===== src/rtl/alu_4bit.sv =====
// Registered 4-bit ALU execute stage: add, sub, and, or.
// One-cycle latency, no backpressure, unsigned carry/borrow flag.
package alu_4bit_pkg;
  localparam logic [1:0] ADD = 2'b00;
  localparam logic [1:0] SUB = 2'b01;
  localparam logic [1:0] AND = 2'b10;
  localparam logic [1:0] OR  = 2'b11;

  typedef struct packed {
    logic [3:0] a;
    logic [3:0] b;
    logic [1:0] op;
  } ex_req_t;

  typedef struct packed {
    logic [3:0] result;
    logic       overflow;
  } ex_rsp_t;
endpackage

module alu_4bit
  import alu_4bit_pkg::*;
(
  input  logic      clk,
  input  logic      rst_n,
  alu_4bit_if.slave bus
);

  ex_req_t    req;
  ex_rsp_t    rsp_d;
  ex_rsp_t    rsp_q;
  logic       valid_q;
  logic [4:0] sum;
  logic [4:0] diff;

  assign req.a  = bus.a;
  assign req.b  = bus.b;
  assign req.op = bus.op;

  // Bit 4 of the widened difference is the unsigned borrow (a < b).
  assign sum  = {1'b0, req.a} + {1'b0, req.b};
  assign diff = {1'b0, req.a} - {1'b0, req.b};

  always_comb begin
    rsp_d = '0;
    unique case (1'b1)
      (req.op == ADD): begin
        rsp_d.result   = sum[3:0];
        rsp_d.overflow = sum[4];
      end
      (req.op == SUB): begin
        rsp_d.result   = diff[3:0];
        rsp_d.overflow = diff[4];
      end
      (req.op == AND): begin
        rsp_d.result   = req.a & req.b;
        rsp_d.overflow = 1'b0;
      end
      (req.op == OR): begin
        rsp_d.result   = req.a | req.b;
        rsp_d.overflow = 1'b0;
      end
      default: rsp_d = '0;
    endcase
  end

  always_ff @(posedge clk or negedge rst_n) begin
    if (!rst_n) begin
      rsp_q   <= '0;
      valid_q <= 1'b0;
    end else begin
      valid_q <= bus.in_valid;
      if (bus.in_valid) rsp_q <= rsp_d;
    end
  end

  assign bus.result    = rsp_q.result;
  assign bus.overflow  = rsp_q.overflow;
  assign bus.out_valid = valid_q;

endmodule


===== src/rtl/alu_4bit_if.sv =====
// Operand/result bundle for the 4-bit execute stage.
// The master issues operations; the slave returns registered results.
interface alu_4bit_if;
  logic       in_valid;
  logic [3:0] a;
  logic [3:0] b;
  logic [1:0] op;
  logic [3:0] result;
  logic       overflow;
  logic       out_valid;

  modport master (
    output in_valid,
    output a,
    output b,
    output op,
    input  result,
    input  overflow,
    input  out_valid
  );

  modport slave (
    input  in_valid,
    input  a,
    input  b,
    input  op,
    output result,
    output overflow,
    output out_valid
  );
endinterface


===== src/flat_wrapper.sv =====
// flat-port wrapper written by rule: the top's interface ports become plain ports
module alu_4bit_flat import alu_4bit_pkg::*;
  (clk, rst_n, bus_in_valid, bus_a, bus_b, bus_op, bus_result, bus_overflow, bus_out_valid);
  alu_4bit_if bus_i ();
  input  logic clk;
  input  logic rst_n;
  input wire logic [$bits(bus_i.in_valid)-1:0] bus_in_valid;
  input wire logic [$bits(bus_i.a)-1:0] bus_a;
  input wire logic [$bits(bus_i.b)-1:0] bus_b;
  input wire logic [$bits(bus_i.op)-1:0] bus_op;
  output wire logic [$bits(bus_i.result)-1:0] bus_result;
  output wire logic [$bits(bus_i.overflow)-1:0] bus_overflow;
  output wire logic [$bits(bus_i.out_valid)-1:0] bus_out_valid;
  assign bus_i.in_valid = bus_in_valid;
  assign bus_i.a = bus_a;
  assign bus_i.b = bus_b;
  assign bus_i.op = bus_op;
  assign bus_result = bus_i.result;
  assign bus_overflow = bus_i.overflow;
  assign bus_out_valid = bus_i.out_valid;
  alu_4bit u_core (.clk(clk), .rst_n(rst_n), .bus(bus_i));
endmodule

===== config.mk =====
export PLATFORM = sky130hd
export DESIGN_NAME = alu_4bit_flat
export DESIGN_NICKNAME = d
export VERILOG_FILES = /design/src/rtl/alu_4bit.sv /design/src/rtl/alu_4bit_if.sv /design/src/flat_wrapper.sv
export SDC_FILE = /design/constraint.sdc
export NUM_CORES = 1
export LEC_CHECK = 0
export ABC_AREA = 1
export CAP_MARGIN = 20
export CORE_MARGIN = 3
export CORE_UTILIZATION = 53
export CTS_BUF_LIST = sky130_fd_sc_hd__clkbuf_2 sky130_fd_sc_hd__clkbuf_4 sky130_fd_sc_hd__clkbuf_8
export CTS_CLUSTER_SIZE = 30
export DETAILED_ROUTE_END_ITERATION = 7
export PLACE_DENSITY = 0.87
export SLEW_MARGIN = 20
export SYNTH_ARGS = -nofsm -noshare
export SYNTH_HDL_FRONTEND = slang
export SYNTH_SLANG_ARGS = --single-unit

===== constraint.sdc =====
create_clock -name clk -period 1.04 [get_ports clk]
set_input_delay 0.208 -clock clk [delete_from_list [all_inputs] [get_ports clk]]
set_output_delay 0.208 -clock clk [all_outputs]
set_load 0.005 [all_outputs]

==> summary.md, run 1 <==
| Metric | Value |
|---|---|
| Clk sinks | 6 |
| GP Congestion | about 0.84 |
| Top Ports | 19 |
| Port Buffers | 18 |
| Async SR Flop Fraction | 100% |
| Post-synthesis instance total | 90 |
| Die Height | 42.4 um |
| Main synth FF type | dfrtp_1 |
| Clk buf depth | 2 |
| Syn Nets | approximately 120 |
| TritonCTS buffer count | 3 |
| Syn_area_per_cell | ~7.8 um2 |
| Root Buffer | clkbuf_4 |
| Row cnt | 12 |
| Yosys reg bits | 6 |
| H-tree depth | 1 |
| Postcts setup bufs | 5 |
| Synthesized cell area | 702 um2 |
| Number of enable flip-flop cells after synthesis | 0 |
| Yosys top cell area share | 21.4% |
| Stage where the run ended | clock tree synthesis |
| Hold_buf cts | 0 |
| CTS resizes | 69 |
| Setup WS pre-CTS | -1.01 ns |
| DIE WIDTH | 42.4 um |
| Post-DP HPWL | 1740 um |
| Share of the yosys chip area belonging to registers | 21.4% |
| YS warnings | 0 |
| Yosys cell types | 21 |
| Area leader, netlist | dfrtp_1 |
| Initial core utilization | about three fifths |
| Status | stopped before the end |
| Log Error | [ERROR DPL-0038] Utilization greater than 100%, impossible to legalize |
| Synth area leaders | dfrtp_1 21%, ha_1 21%, inv_1 7.0%, nand2_1 7.0%, nand3_1 6.4% |
synthesized netlist by cell type, types with 2 or more instances:
master	instances
inv_1	13
nand2_1	13
ha_1	12
nand3_1	9
nor2_1	8
a21oi_1	7
dfrtp_1	6
o21ai_0	5
buf_6	2
fa_1	2
inv_2	2
nor2_4	2
metrics by stage:
step / cells / setup TNS (ns) / utilization (%) / area [um2] / hold WS, ns
after floorplan: 90 / -0.761 / - / 772 / -0.0876
after global placement: 137 / -3.92 / 91.8 / 1070 / 0.462
after detailed placement: 137 / -4.39 / 91.8 / 1070 / 0.462
cells by family after synthesis:
logic type	count (synthesis)	share of synthesized area [%]
buffers and inverters	17	11.2
DFF	6	21.4
and+or+nand+nor	36	24.2
AOI/OAI and AO/OA	17	16.0
adders and majority gates	14	27.1
==> run 2, diff against run 1 <==
- CORE_AREA: not set -> 3 3 64 66
- CORE_MARGIN: 3 -> not set
- CORE_UTILIZATION: 53 -> not set
- CTS_BUF_LIST: sky130_fd_sc_hd__clkbuf_2 sky130_fd_sc_hd__clkbuf_4 sky130_fd_sc_hd__clkbuf_8 -> not set
- CTS_CLUSTER_SIZE: 30 -> not set
- DIE_AREA: not set -> 0 0 67 69
- PLACE_DENSITY: 0.87 -> not set
- PLACE_DENSITY_LB_ADDON: not set -> 0.15
==> run 2 against run 1 <==
Against the previous run:
- the flow now finishes, with violations (setup timing)
- synthesized area did not move
- synthesized cell count did not move
==> summary.md, run 2 <==
| Metric | Value |
|---|---|
| Starting DRT DRC Count | 21 |
| Most common cell after layout, fill and taps aside | buf_4 |
| Die Height | 69 um (was 42.4 um) |
| WP data arrival | 1.36 ns |
| Syn Nets | 117 (unchanged) |
| TritonCTS buffer count | 3 (unchanged) |
| Fin crit period | between 1 and 1.5 ns |
| Top Ports | 19 (unchanged) |
| First-pass DRT Iterations | 3 |
| Number of enable flip-flop cells after synthesis | 0 (unchanged) |
| R2r setup slk | 0.33 ns |
| Pin count of the biggest net entering global routing | 7 |
| Slew headroom | between 80 and 90% |
| Post-Synth Simple-Gate Area | 24.2% (unchanged) |
| Violated checks | setup timing |
| WHS | 0.237 ns |
| Clk buf depth | 2 (unchanged) |
| Fmax | 794 MHz |
| Max reg flops | 4 |
| Clk pin slew, worst setup/hold paths | about 0.04 ns |
| Final Hold Viols | 0 |
| Worst-Skew Late Latency | 0.22 ns |
| Layout Utilization | 36.2% |
| Via/cell ratio | approximately 4 |
| Vias in the first global route | ~780 |
| Most frequent cells in the layout | 20 x buf_4, 11 x nand2_1, 9 x nand3_1, 8 x inv_2, 7 x clkdlybuf4s15_1 |
| Root Buffer | clkbuf_8 (was clkbuf_4) |
| Placeable Area | 3630 um2 |
| Tightest Hold Check Type | primary input to asynchronous set/reset pin |
| Async SR Flop Fraction | 100% (unchanged) |
| YS warnings | 0 (unchanged) |
| Yosys top cell area share | 21.4% (unchanged) |
| Pwr per Cell Area | 851 nW/um2 |
| Post-synthesis mux area share | 0% (unchanged) |
| CTS tree | built |
| Synth Area in XOR/XNOR | 0% (unchanged) |
| Area leader, netlist | dfrtp_1 (unchanged) |
| CP Launch Type | primary input |
| Commonest cells post-synth | 13 x inv_1, 13 x nand2_1, 12 x ha_1 (unchanged) |
| Lkg Pwr | about 0.58 nW |
| Area grow syn2layout | 87.2% |
| Die area | between 4000 and 5000 um2 |
| Yosys reg bits | 6 (unchanged) |
| Drt drc | 0 |
| Clk sinks | 6 (unchanged) |
| Vias | 722 |
| Setup TNS | -0.486 ns |
| Final setup violation count | 4 |
| Layout cells sized above 1 | 55.6% |
| Crit path required time | 1.14 ns |
| Post-DP HPWL | 1470 um (was 1740 um) |
| Setup WS pre-CTS | -0.949 ns (was -1.01 ns) |
| Gr ovfl total | 0 |
| Max-cap violation count | 0 |
| Fin crit share | 121% |
| Synth area leaders | dfrtp_1 21%, ha_1 21%, inv_1 7.0%, nand2_1 7.0%, nand3_1 6.4% (unchanged) |
| Syn_area_per_cell | 7.80 um2 (unchanged) |
| Total wire length | a little under 2000 um |
| Crit path capture type | flop |
| Worst setup margin | -0.219 ns |
| DRT antenna net count | 0 |
| Yosys cell types | 21 (unchanged) |
| Final Skew | 0 ns |
| DIE WIDTH | 67 um (was 42.4 um) |
| Final Net Count | 162 |
| Port Buffers | 18 (unchanged) |
| Post-synthesis instance total | 90 (unchanged) |
| Global-route total usage across every layer | about 9.2% |
| Main synth FF type | dfrtp_1 (unchanged) |
| Maximum vdd drop | 0.290 mV |
| First-pass GRT wire length | 3380 um |
| Synthesized cell area | 702 um2 (unchanged) |
| Antenna violations before repair | 0 |
| GP Congestion | 0.794 (was 0.841) |
| H-tree depth | 1 (unchanged) |
| Slew at the pin closest to its max-slew limit | 0.292 ns |
| Hold_buf cts | 0 (unchanged) |
| Status | complete, but fails checks (was stopped before the end) |
| Antenna cells | 0 |
| Initial core utilization | 19.3% (was 59.9%) |
| Unrepaired setup endpoints after global routing | yes |
| DR WL/cell | 10.6 um |
| Critical-path maximum fanout | 2 |
| Share of the yosys chip area belonging to registers | 21.4% (unchanged) |
| Synth Area in Compound Gates | 16.0% (unchanged) |
| Row cnt | 22 (was 12) |
| Final Max Tran Viols | 0 |
| Adder-Cell Fraction of Synth Area | 27.1% (unchanged) |
| Main combinational cell family by area after synthesis | adder cells (unchanged) |
| Critical path class | primary input to flop |
[run 2: cells by family (layout without fill, tap and decap cells)]
kind of cell / Yosys count / in the layout
AOI/OAI and AO/OA: 17 / 17
adders and majority gates: 14 / 14
buffers and inverters: 17 / 60
DFF: 6 / 6
and+or+nand+nor: 36 / 36
[run 2: critical path, cell delays in order]
cell and delay, ns:
buf_12 0.10, inv_12 0.03, ha_4 0.15, fa_2 0.42, nor2_4 0.15, o21ai_2 0.08
a21oi_1 0.14, a21oi_1 0.08
[run 2: final cells by class]
| type | count | area [um2] |
|---|---|---|
| fillers | 397 | 2320 |
| repair buffers | 42 | 369 |
| clock buffers | 3 | 41.3 |
| well taps | 48 | 60.1 |
| flip-flops and latches | 6 | 150 |
| inverters | 15 | 83.8 |
| multi-input cells | 67 | 609 |
[run 2: path summary, 6_finish.rpt]
check | from | end | depth (start not counted)
worst max-delay path | bus_a[0] | u_core.bus.overflow | 8
worst min-delay path | rst_n | u_core.bus.result[0] | 1
worst max register to register | u_core.bus.result[2] | u_core.bus.result[2] | 3
worst min register to register | u_core.bus.result[0] | u_core.bus.result[0] | 2
max in group asynchronous | rst_n | u_core.bus.out_valid | 1
min in group clk | u_core.bus.result[0] | u_core.bus.result[0] | 2
[run 2: metal layers]
layer	GRT usage, %	part of all wire (%)	routed length (um)
met5	0	0	0
met4	3.83	1.1	22
met3	1.30	3.3	64
met2	15.4	54	1050
met1	11.5	41	788
[run 2: report_power, final]
group | switching [mW] | internal (mW)
clock | 0.0942 | 0.248
sequential | 0.0126 | 0.263
combinational | 0.233 | 0.268
[run 2: repair_timing]
action,in CTS,in global routing
endpoints found under the setup margin,11,6
pin swaps,21,13
setup buffers,4,1
gates cloned,1,0
gates resized for setup,72,14
[run 2: through the flow]
stage / std cells / instance area, um2 / power, mW
after floorplan: 90 / 772 / 0.488
after global placement: 173 / 1130 / 0.711
after detailed placement: 173 / 1130 / 0.710
after CTS: 181 / 1280 / 1.11
after global routing: 181 / 1310 / 1.20
final: 181 / 1310 / 1.12
Note: power is estimated with default switching activity, not from simulation.
